`src/rtl/if_fetch_unit.sv`:
```
// Instruction fetch stage: sequential/redirected PC generation, single outstanding
// instruction-memory request, and the IF/ID register with a one-entry skid buffer.
module if_fetch_unit #(
  parameter logic [31:0] RESET_PC = 32'h0000_0000
) (
  input  logic        clk,
  input  logic        rst,
  input  logic [31:0] toPC,
  input  logic        redirectF,
  input  logic        stallF,
  output logic        imemReq,
  output logic [31:0] imemAddr,
  input  logic        imemAck,
  input  logic [31:0] imemData,
  output logic [31:0] instrOut,
  output logic [31:0] incrPC,
  output logic        instrValid
);

  typedef enum logic [1:0] {FETCH, DISCARD, HOLD} state_e;

  state_e      state_q, state_d;
  logic [31:0] pc_q, pc_d;
  logic [31:0] pend_pc_q, pend_pc_d;
  logic [31:0] skid_instr_q, skid_instr_d;
  logic [31:0] skid_pc_q, skid_pc_d;
  logic [31:0] instr_q, instr_d;
  logic [31:0] incr_q, incr_d;
  logic        valid_q, valid_d;

  logic [31:0] pc_plus4;
  logic [31:0] target;
  logic        slot_free;

  assign pc_plus4  = pc_q + 32'd4;
  assign target    = toPC & ~32'h3;
  assign slot_free = !valid_q || !stallF;

  always_comb begin
    state_d      = state_q;
    pc_d         = pc_q;
    pend_pc_d    = pend_pc_q;
    skid_instr_d = skid_instr_q;
    skid_pc_d    = skid_pc_q;
    instr_d      = instr_q;
    incr_d       = incr_q;
    valid_d      = valid_q;
    case (state_q)
      FETCH: begin
        if (redirectF) begin
          valid_d = 1'b0;
          if (imemAck) begin
            pc_d = target;
          end else begin
            // The in-flight request cannot be withdrawn; its response is dropped later.
            pend_pc_d = target;
            state_d   = DISCARD;
          end
        end else if (imemAck) begin
          pc_d = pc_plus4;
          if (slot_free) begin
            instr_d = imemData;
            incr_d  = pc_plus4;
            valid_d = 1'b1;
          end else begin
            skid_instr_d = imemData;
            skid_pc_d    = pc_plus4;
            state_d      = HOLD;
          end
        end else if (valid_q && !stallF) begin
          valid_d = 1'b0;
        end
      end
      DISCARD: begin
        if (redirectF && imemAck) begin
          pc_d    = target;
          state_d = FETCH;
        end else if (redirectF) begin
          pend_pc_d = target;
        end else if (imemAck) begin
          pc_d    = pend_pc_q;
          state_d = FETCH;
        end
      end
      HOLD: begin
        if (redirectF) begin
          valid_d = 1'b0;
          pc_d    = target;
          state_d = FETCH;
        end else if (!stallF) begin
          instr_d = skid_instr_q;
          incr_d  = skid_pc_q;
          valid_d = 1'b1;
          state_d = FETCH;
        end
      end
      default: state_d = FETCH;
    endcase
  end

  always_ff @(posedge clk) begin
    if (rst) begin
      state_q      <= FETCH;
      pc_q         <= RESET_PC;
      pend_pc_q    <= '0;
      skid_instr_q <= '0;
      skid_pc_q    <= '0;
      instr_q      <= '0;
      incr_q       <= '0;
      valid_q      <= 1'b0;
    end else begin
      state_q      <= state_d;
      pc_q         <= pc_d;
      pend_pc_q    <= pend_pc_d;
      skid_instr_q <= skid_instr_d;
      skid_pc_q    <= skid_pc_d;
      instr_q      <= instr_d;
      incr_q       <= incr_d;
      valid_q      <= valid_d;
    end
  end

  // Request is gated by rst so nothing is issued during the reset cycle itself.
  assign imemReq    = !rst && (state_q != HOLD);
  assign imemAddr   = pc_q;
  assign instrOut   = instr_q;
  assign incrPC     = incr_q;
  assign instrValid = valid_q;

endmodule

```
`config.mk`:
```
export PLATFORM = sky130hd
export DESIGN_NAME = if_fetch_unit
export DESIGN_NICKNAME = d
export VERILOG_FILES = /design/src/rtl/if_fetch_unit.sv
export SDC_FILE = /design/constraint.sdc
export NUM_CORES = 1
export LEC_CHECK = 0
export CAP_MARGIN = 20
export CORE_ASPECT_RATIO = 1.25
export CORE_UTILIZATION = 49
export CTS_BUF_LIST = sky130_fd_sc_hd__clkbuf_8
export CTS_CLUSTER_DIAMETER = 30
export CTS_CLUSTER_SIZE = 10
export DETAILED_ROUTE_END_ITERATION = 16
export DONT_BUFFER_PORTS = 1
export REMOVE_ABC_BUFFERS = 1
export SYNTH_ARGS = -nofsm -noshare
export SYNTH_HDL_FRONTEND = slang
export SYNTH_SLANG_ARGS = --single-unit
```
`constraint.sdc`:
```
create_clock -name clk -period 3.9 [get_ports clk]
set_input_delay 0.585 -clock clk [delete_from_list [all_inputs] [get_ports clk]]
set_output_delay 0.585 -clock clk [all_outputs]
set_load 0.005 [all_outputs]
```
# [Word-level counts from Yosys, hierarchy flattened]
# Index checks and enable logic that the tools add are counted.
[totals] register_bits=195 latch_bits=0 ramBits=0 rom_bits=0 input_bits=69 output_inout_bits=98 wordCells=90 memories=0
[classes] add_sub_neg=1 n_mul=0 div_mod_pow=0 order_cmp=0 n_eq_ne=21 shift=0 mux=41 n_bitwise=2 reduce_logical=17
[op_table] cell="$mux 32" n=20
[op_table] cell="$pmux 32 s2" n=3
[op_table] cell="$pmux 32 s3" n=1
[op_table] cell="$add 32x3->32 const B" n=1
[op_table] cell="$ne 2x2->1 const B" n=11
[op_table] cell="$mux 2" n=9
[op_table] cell="$ne 3x3->1 const B" n=6
[op_table] cell="$reduce_and 6->1" n=2
[op_table] cell="$reduce_and 5->1" n=2
[op_table] cell="$ne 4x4->1 const B" n=2
[op_table] cell="$reduce_and 4->1" n=2
[op_table] cell="$mux 1" n=6
[op_table] cell="$pmux 2 s3" n=1
[op_table] cell="$reduce_bool 2->1" n=2
[op_table] cell="$logic_and 1x1->1" n=3
[op_table] cell="$logic_not 1->1" n=3
[op_table] cell="$reduce_bool 3->1" n=1
[op_table] cell="$eq 2x1->1 const B" n=1
[op_table] cell="$eq 2x2->1 const B" n=1
[op_table] cell="$logic_not 2->1" n=1
[op_table] cell="$not 1->1" n=2
[op_table] cell="$pmux 1 s2" n=1
[op_table] cell="$logic_or 1x1->1" n=1

# [Longest topological paths before layout]
# Gate-level depths: netlist of the first run.
[logic_depth] word_depth=6 mapped_depth=10 depth_no_buf=7

# [Worst setup path before layout of the first run]
# Ideal clock, no wire load.
[synth_timing] path_type="input-to-reg" from="in imemAck" to="reg incr_q[26], in the netlist incrPC[26]" setup_ns=0.074 arrival_ns=2.111 required_ns=3.826 slack_ns=1.714 path_stages=7 path_buffers=2 path_cell_list="clkbuf_4 -> nand2_1 -> o32a_4 -> or2_1 -> buf_6 -> or4_1 -> a31oi_1"
[synth_via] elab_chain_len=2
[synth_rtl] item="start: declaration" line="13" text="input logic imemAck,"
[synth_rtl] item="$ne 2x2->1 (no line)"
[synth_rtl] item="$reduce_and 6->1 (no line)"
[synth_rtl] item="end signal: assignment" line="118" text="incr_q <= incr_d;"
[synth_rtl] item="end: declaration" line="28" text="logic [31:0] incr_q, incr_d;"
# No other way between the ends.
# A chain may end at the register's enable or synchronous reset.

# [Final worst setup path of the first run]
[layout_timing] from="reg state_q[0]" to="out imemReq"
[layout_via] elab_chain_len=2
[layout_rtl] item="start: declaration" line="22" text="state_e state_q, state_d;"
[layout_rtl] item="start signal: assignment" line="112" text="state_q <= state_d;"
[layout_rtl] item="$ne 2x2->1" line="124" text="assign imemReq = !rst && (state_q != HOLD);"
[layout_rtl] item="$logic_and 1x1->1" line="124"
[layout_rtl] item="end: declaration" line="11" text="output logic imemReq,"
# No other way between the ends.

==> out/qor.yml, run 1 <==
status: "completed"
synth_common_cells: "nand2_1 (190), dfxtp_1 (187), a21oi_1 (119), nor2_1 (78), clkbuf_1 (67)"
drcViolationCount: 0
critPathMaxStageDelay_ns: 0.75
slew_headroom_pct: 41.3
worstSetupPathType: "flop to primary output"
first_pass_iters: 5
final_layout_size_suffix_gt1_share_pct: 6.09
rsz0062_at_grt: "false"
syn_area_per_cell_um2: 8.08
syn_inst: 1071
ys_seq_elements: 187
start_util_pct: 49.9
finish.instance_area_mm2: 0.00909
cts_tree: "yes"
core_area_mm2: 0.0174
slew_violations: 0
post_cts_buffers: 0
grt_pass1_wl_mm: 34.3
place_area_mm2: 0.00866
cts_buffers: 17
cts_sinks: 187
portBuffers: 0
hold_path.class: "input port to flop"
wl_met3_mm: 1.59
first_iter_violations: 518
holdWs_ns: 0.191
ios: 167
tns_ns: 0
ctsResizeCount: 0
clk_pin_slew_ns: 0.10
vias: 7186
cp_max_fo: 69
synth_area_leaders: "dfxtp_1 (43%), nand2_1 (8.2%), a21oi_1 (6.9%)"
worstPathRequired_ns: 3.31
met2_length_mm: 10.2
synthFlopType: "dfxtp_1"
fin_util_pct: 52.4
antenna_found_initial: 0
yosysSeqAreaShare_pct: 43.2
grt_max_degree: 154
viasPerCell: 5.79
worstSetupEndpointType: "primary output"
dpl.hpwl_mm: 14.1
tightest_slew_ns: 0.881
crit_slowest_cell: "buf_4"
grt_use_total_pct: 23.8
drv_cap: 0
r2r_cells: 8
grt_pass1_vias: 6469
min_period_ns: 2.90
avgRoutedWirePerCell_um: 17.6
r2r_start: "state_q[0]"
hold_viol: 0
hold_end: "pend_pc_q[20]"
wl_met1_mm: 9.87
overflow: 0
netlist-cell-type-count: 68
synthArstFlopShare_pct: 0
post-route-period-util_pct: 74.4
synth_top_area_share_pct: 43.2
h-tree-depth: 4
critical_path_buf_inv_count: 2
place.gp.congestion: 0.780
max_freq_ghz: 0.345
power_density_mw_per_mm2: 503
power_mw: 4.57
nFillCells: 1720
whs_path_depth: 1
worstPathCellList: "inv_1 -> ha_4 -> buf_4 -> nor2_1"
power_leakage_nw: 2.92
startpoint_type: "flop"
antenna_left: 0
top_layer: "met4"
synth_edf_count: 0
die_h_um: 151
min_from: "rst"
ys_warn_count: 0
postCtsHoldBufs: 0
yosysMostFrequentCell: "nand2_1"
fp-row-count: 54
clk_path_buf_depth: 2
arrival_ns: 2.32
r2r-end: "incrPC[9]"
synth_top_cell_by_area: "dfxtp_1"
fin_skew_ns: 0.00943
setup_viol: 0
die_area_mm2: 0.0182
clk_latency_ns: 0.45
final_nets: 1079
cpLargestDelayFamily: "buffers and inverters"
die_x_um: 121
syn_area_mm2: 0.00866
root_buffer: "clkbuf_8"
wl_mm: 21.8
r2r_slack_ns: 1.12
n_antenna_cell: 0
startpoint: "state_q[0]"
areaGrowthSynthToFinish_pct: 5.01
max-vdd-ir-drop_mv: 0.230
worst reg2reg max path: stages, from the launching register on:
cell	delay, ns
dfxtp_1	0.34
inv_1	0.13
ha_1	0.41
nand2_1	0.18
o32a_4	0.42
nor2_4	0.51
buf_12	0.36
o211ai_1	0.20
a21oi_1	0.16
power by group:
part	switching, mW	internal [mW]
clock network	0.711	0.697
logic	0.525	0.330
registers	0.231	2.08
layout by cell type, fill, tap and decap left out, types with 18 or more instances in the layout:
cell type / n
a211oi_1: 44
a21oi_1: 119
dfxtp_1: 187
mux2i_1: 36
nand2_1: 190
nand4_1: 18
nor2_1: 76
nor3_1: 27
o21ai_0: 52
cell type report:
cell class	instances	area, µm²	area share (%)
timing repair buffer	12	103	1.13
inverter	16	60.1	0.661
clock inverter	14	195	2.15
multi-input combinational	772	4480	49.2
tap	224	280	3.08
sequential	187	3740	41.2
clock buffer	17	234	2.57
layer usage:
layer  up-vias  GRT usage [%]
met5         -              0
met4         0           5.80
met3         8           7.42
met2       182           38.3
met1      3322           30.9
li1       3674              -
sequential cells by signal, summed over array words and instances, names as in the netlist:
| name | count |
|---|---|
| skid_instr_q | 32 |
| instrValid | 1 |
| incrPC | 30 |
| imemAddr | 30 |
| state_q | 2 |
| skid_pc_q | 30 |
| instrOut | 32 |
| pend_pc_q | 30 |
kinds of logic after synthesis:
logic type | Yosys count | synth area share (%)
buffers and inverters | 115 | 5.59
and+or+nand+nor | 395 | 21.0
AOI/OAI and AO/OA | 309 | 22.9
other | 1 | 0.0433
muxes | 36 | 4.16
DFF | 187 | 43.2
adders and majority gates | 4 | 0.578
xor gates and xnor gates | 24 | 2.43
stage by stage:
stage	setup WS, ns	std cells
final	0.998	1242
after global routing	0.796	1242
after CTS	0.945	1242
after detailed placement	1.15	1211
after global placement	1.18	1211
after floorplan	-3.19	975
how the worst max path moves through the flow:
stage | to | slack (ns) | cells past startpoint
after floorplan | incrPC[23] | -3.19 | 7
after global placement | incrPC[9] | 1.18 | 8
after detailed placement | incrPC[9] | 1.15 | 8
after CTS | imemReq | 0.94 | 4
after global routing | imemReq | 0.80 | 4
final | imemReq | 1.0 | 4
(Power assumes the default switching activity.)
==> run 2, diff against run 1 <==
--- a/config.mk
+++ b/config.mk
@@ -13,6 +13,7 @@
 export CTS_CLUSTER_SIZE = 10
 export DETAILED_ROUTE_END_ITERATION = 16
 export DONT_BUFFER_PORTS = 1
+export PLACE_DENSITY = 0.66
 export REMOVE_ABC_BUFFERS = 1
 export SYNTH_ARGS = -nofsm -noshare
 export SYNTH_HDL_FRONTEND = slang
==> constraint.sdc (replaced) <==
create_clock -name clk -period 2.4 [get_ports clk]
set_input_delay 0.36 -clock clk [delete_from_list [all_inputs] [get_ports clk]]
set_output_delay 0.36 -clock clk [all_outputs]
set_load 0.005 [all_outputs]
==> run 2 against run 1 <==
First-iteration DRC count rose by 13%. Via count rose by 7.5%. Count of clock-buffer cells in the layout rose by 1. Clock power rose by 42%. Cell area rose by 12%. Flip-flop and latch count did not move. Final cell count rose by 8.9%. Power rose by 65%. Combinational power rose by 120%. Register-to-register slack got worse by 1.0 ns. Wire length rose by 4.4%. Largest power group unchanged. Highest routed layer unchanged.
==> out/qor.yml, run 2 (same netlist as run 1, synthesis figures left out) <==
status: "completed"
met2_length_mm: 10.8  # +5.9%
power_leakage_nw: 3.55  # +21%
cts_sinks: 187  # unchanged
final_layout_size_suffix_gt1_share_pct: 10.5  # +4.4 points
start_util_pct: 49.9  # unchanged
portBuffers: 0  # unchanged
first_pass_iters: 5  # unchanged
ios: 167  # unchanged
clk_pin_slew_ns: 0.10  # about the same
die_area_mm2: 0.0182  # unchanged
hold_path.class: "input port to flop"
cts_tree: "yes"
h-tree-depth: 4  # unchanged
post-route-period-util_pct: 95.5
grt_max_degree: 112  # -27%
arrival_ns: 2.64  # +0.32 ns
fp-row-count: 54  # unchanged
slew_headroom_pct: 61.5  # +20 points
cts_buffers: 17  # unchanged
final_nets: 1190  # +10%
p_switching_mw: 2.49  # +70%
core_area_mm2: 0.0174  # unchanged
worstSetupEndpointType: "flop"
place.gp.congestion: 0.820  # +5.1%
worstPathRequired_ns: 2.75  # -0.56 ns
max_freq_ghz: 0.436
finish.instance_area_mm2: 0.0102  # +12%
tightest_slew_ns: 0.577  # -0.304 ns
setup_viol: 0  # unchanged
cp_max_fo: 48  # -30%
overflow: 0  # unchanged
fin_skew_ns: 0.0198  # +0.0104 ns
clk_path_buf_depth: 2  # unchanged
min_period_ns: 2.29
die_x_um: 121  # unchanged
avgRoutedWirePerCell_um: 16.8  # -4.2%
hold_viol: 0  # unchanged
fin_util_pct: 58.6  # +6.2 points
wl_met1_mm: 10.2  # +3.3%
slew_violations: 0  # unchanged
wl_met3_mm: 1.49  # -6.8%
viasPerCell: 5.71  # -1.3%
dp.cells: 1261  # +4.1%
power_density_mw_per_mm2: 740  # +47%
die_h_um: 151  # unchanged
areaGrowthSynthToFinish_pct: 17.5
dpl.hpwl_mm: 14.6  # +3.4%
layout_common_cells: "nand2_1 (190), dfxtp_1 (186), a21oi_1 (118)"
worstSetupPathType: "flop to flop"
first_iter_violations: 583  # +13%
top_layer: "met4"
max-vdd-ir-drop_mv: 0.410  # +79%
rsz0062_at_grt: "true"
grt_pass1_wl_mm: 36.1  # +5.1%
clk_latency_ns: 0.46  # about the same
dp_slack_ns: -0.191  # -1.34 ns
startpoint_type: "flop"
place_area_mm2: 0.00911  # +5.2%
vias: 7728  # +7.5%
p_sw_share_pct: 33.0  # +0.95 points
n_antenna_cell: 0  # unchanged
drv_cap: 0  # unchanged
root_buffer: "clkbuf_8"
antenna_found_initial: 0  # unchanged
drcViolationCount: 0  # unchanged
antenna_left: 0  # unchanged
wl_mm: 22.8  # +4.4%
finalWorstSetupSlack_ns: 0.109  # -0.889 ns
clock_power_share_pct: 26.6  # -4.2 points
finalNonFillerCells: 1353  # +8.9%
final_common_cell: "nand2_1"
grt_use_total_pct: 24.9  # +1.1 points
comb_power_share_pct: 25.5  # +6.8 points
internal_power_mw: 5.05  # +62%
grt_pass1_vias: 7113  # +10%
seqPwrFrac_pct: 48.0  # -2.5 points
[run 2: stage by stage]
step | setup TNS, ns | hold slack, ns | total power, mW
floorplan | -467.22 | 0.425 | 4.77
global placement | -0.164 | 0.433 | 5.41
detailed placement | -0.245 | 0.439 | 5.44
CTS | 0 | 0.00142 | 7.57
global route | -0.00717 | 0.0108 | 7.95
finish | 0 | 0.0400 | 7.53
[run 2: layer usage]
metal | track usage, % | vias to the layer above
met4 | 6.67 | 0
met2 | 41.1 | 227
met1 | 31.8 | 3574
met5 | 0 | -
li1 | - | 3904
met3 | 6.86 | 23
[run 2: critical path: stages (launching register included)]
cell and delay, ns:
dfxtp_2 0.33, inv_1 0.07, ha_2 0.23, nand2_1 0.13, or3_2 0.50, buf_12 0.20, nand2_1 0.10, a21oi_1 0.06
dlygate4sd3_1 0.55
[run 2: timing repair]
| action | 4_1_cts | 5_1_grt |
|---|---|---|
| setup buffers | 0 | 0 |
| gates resized for setup | 1 | 13 |
| endpoints found under the setup margin | 7 | 73 |
| hold buffers | 61 | 0 |
| hold endpoints to repair | 145 | 0 |
[run 2: area by class of cell]
cell class	count	area, µm²
clock inverter	13	116
clock buffer	18	248
timing repair buffer	123	1200
fill	1588	7190
multi-input combinational	772	4520
tap	224	280
sequential	187	3740
inverter	16	60.1
[run 2: path summary, 6_finish.rpt]
check	from	endpoint	slack, ns	cells after the start
setup / recovery	state_q[0]	skid_instr_q[1]	0.11	8
hold / removal	imemData[2]	skid_instr_q[2]	0.04	2
setup reg to reg	state_q[0]	skid_instr_q[1]	0.11	8
hold reg to reg	skid_pc_q[11]	skid_pc_q[11]	0.46	2
[run 2: power by group through the flow]
stage               Sequential (mW)  Combinational, mW  Clock [mW]
floorplan                      3.70               1.06           0
global placement               3.68               1.73           0
detailed placement             3.69               1.75           0
CTS                            3.62               1.88        2.08
global route                   3.66               2.10        2.19
finish                         3.61               1.92        2.00
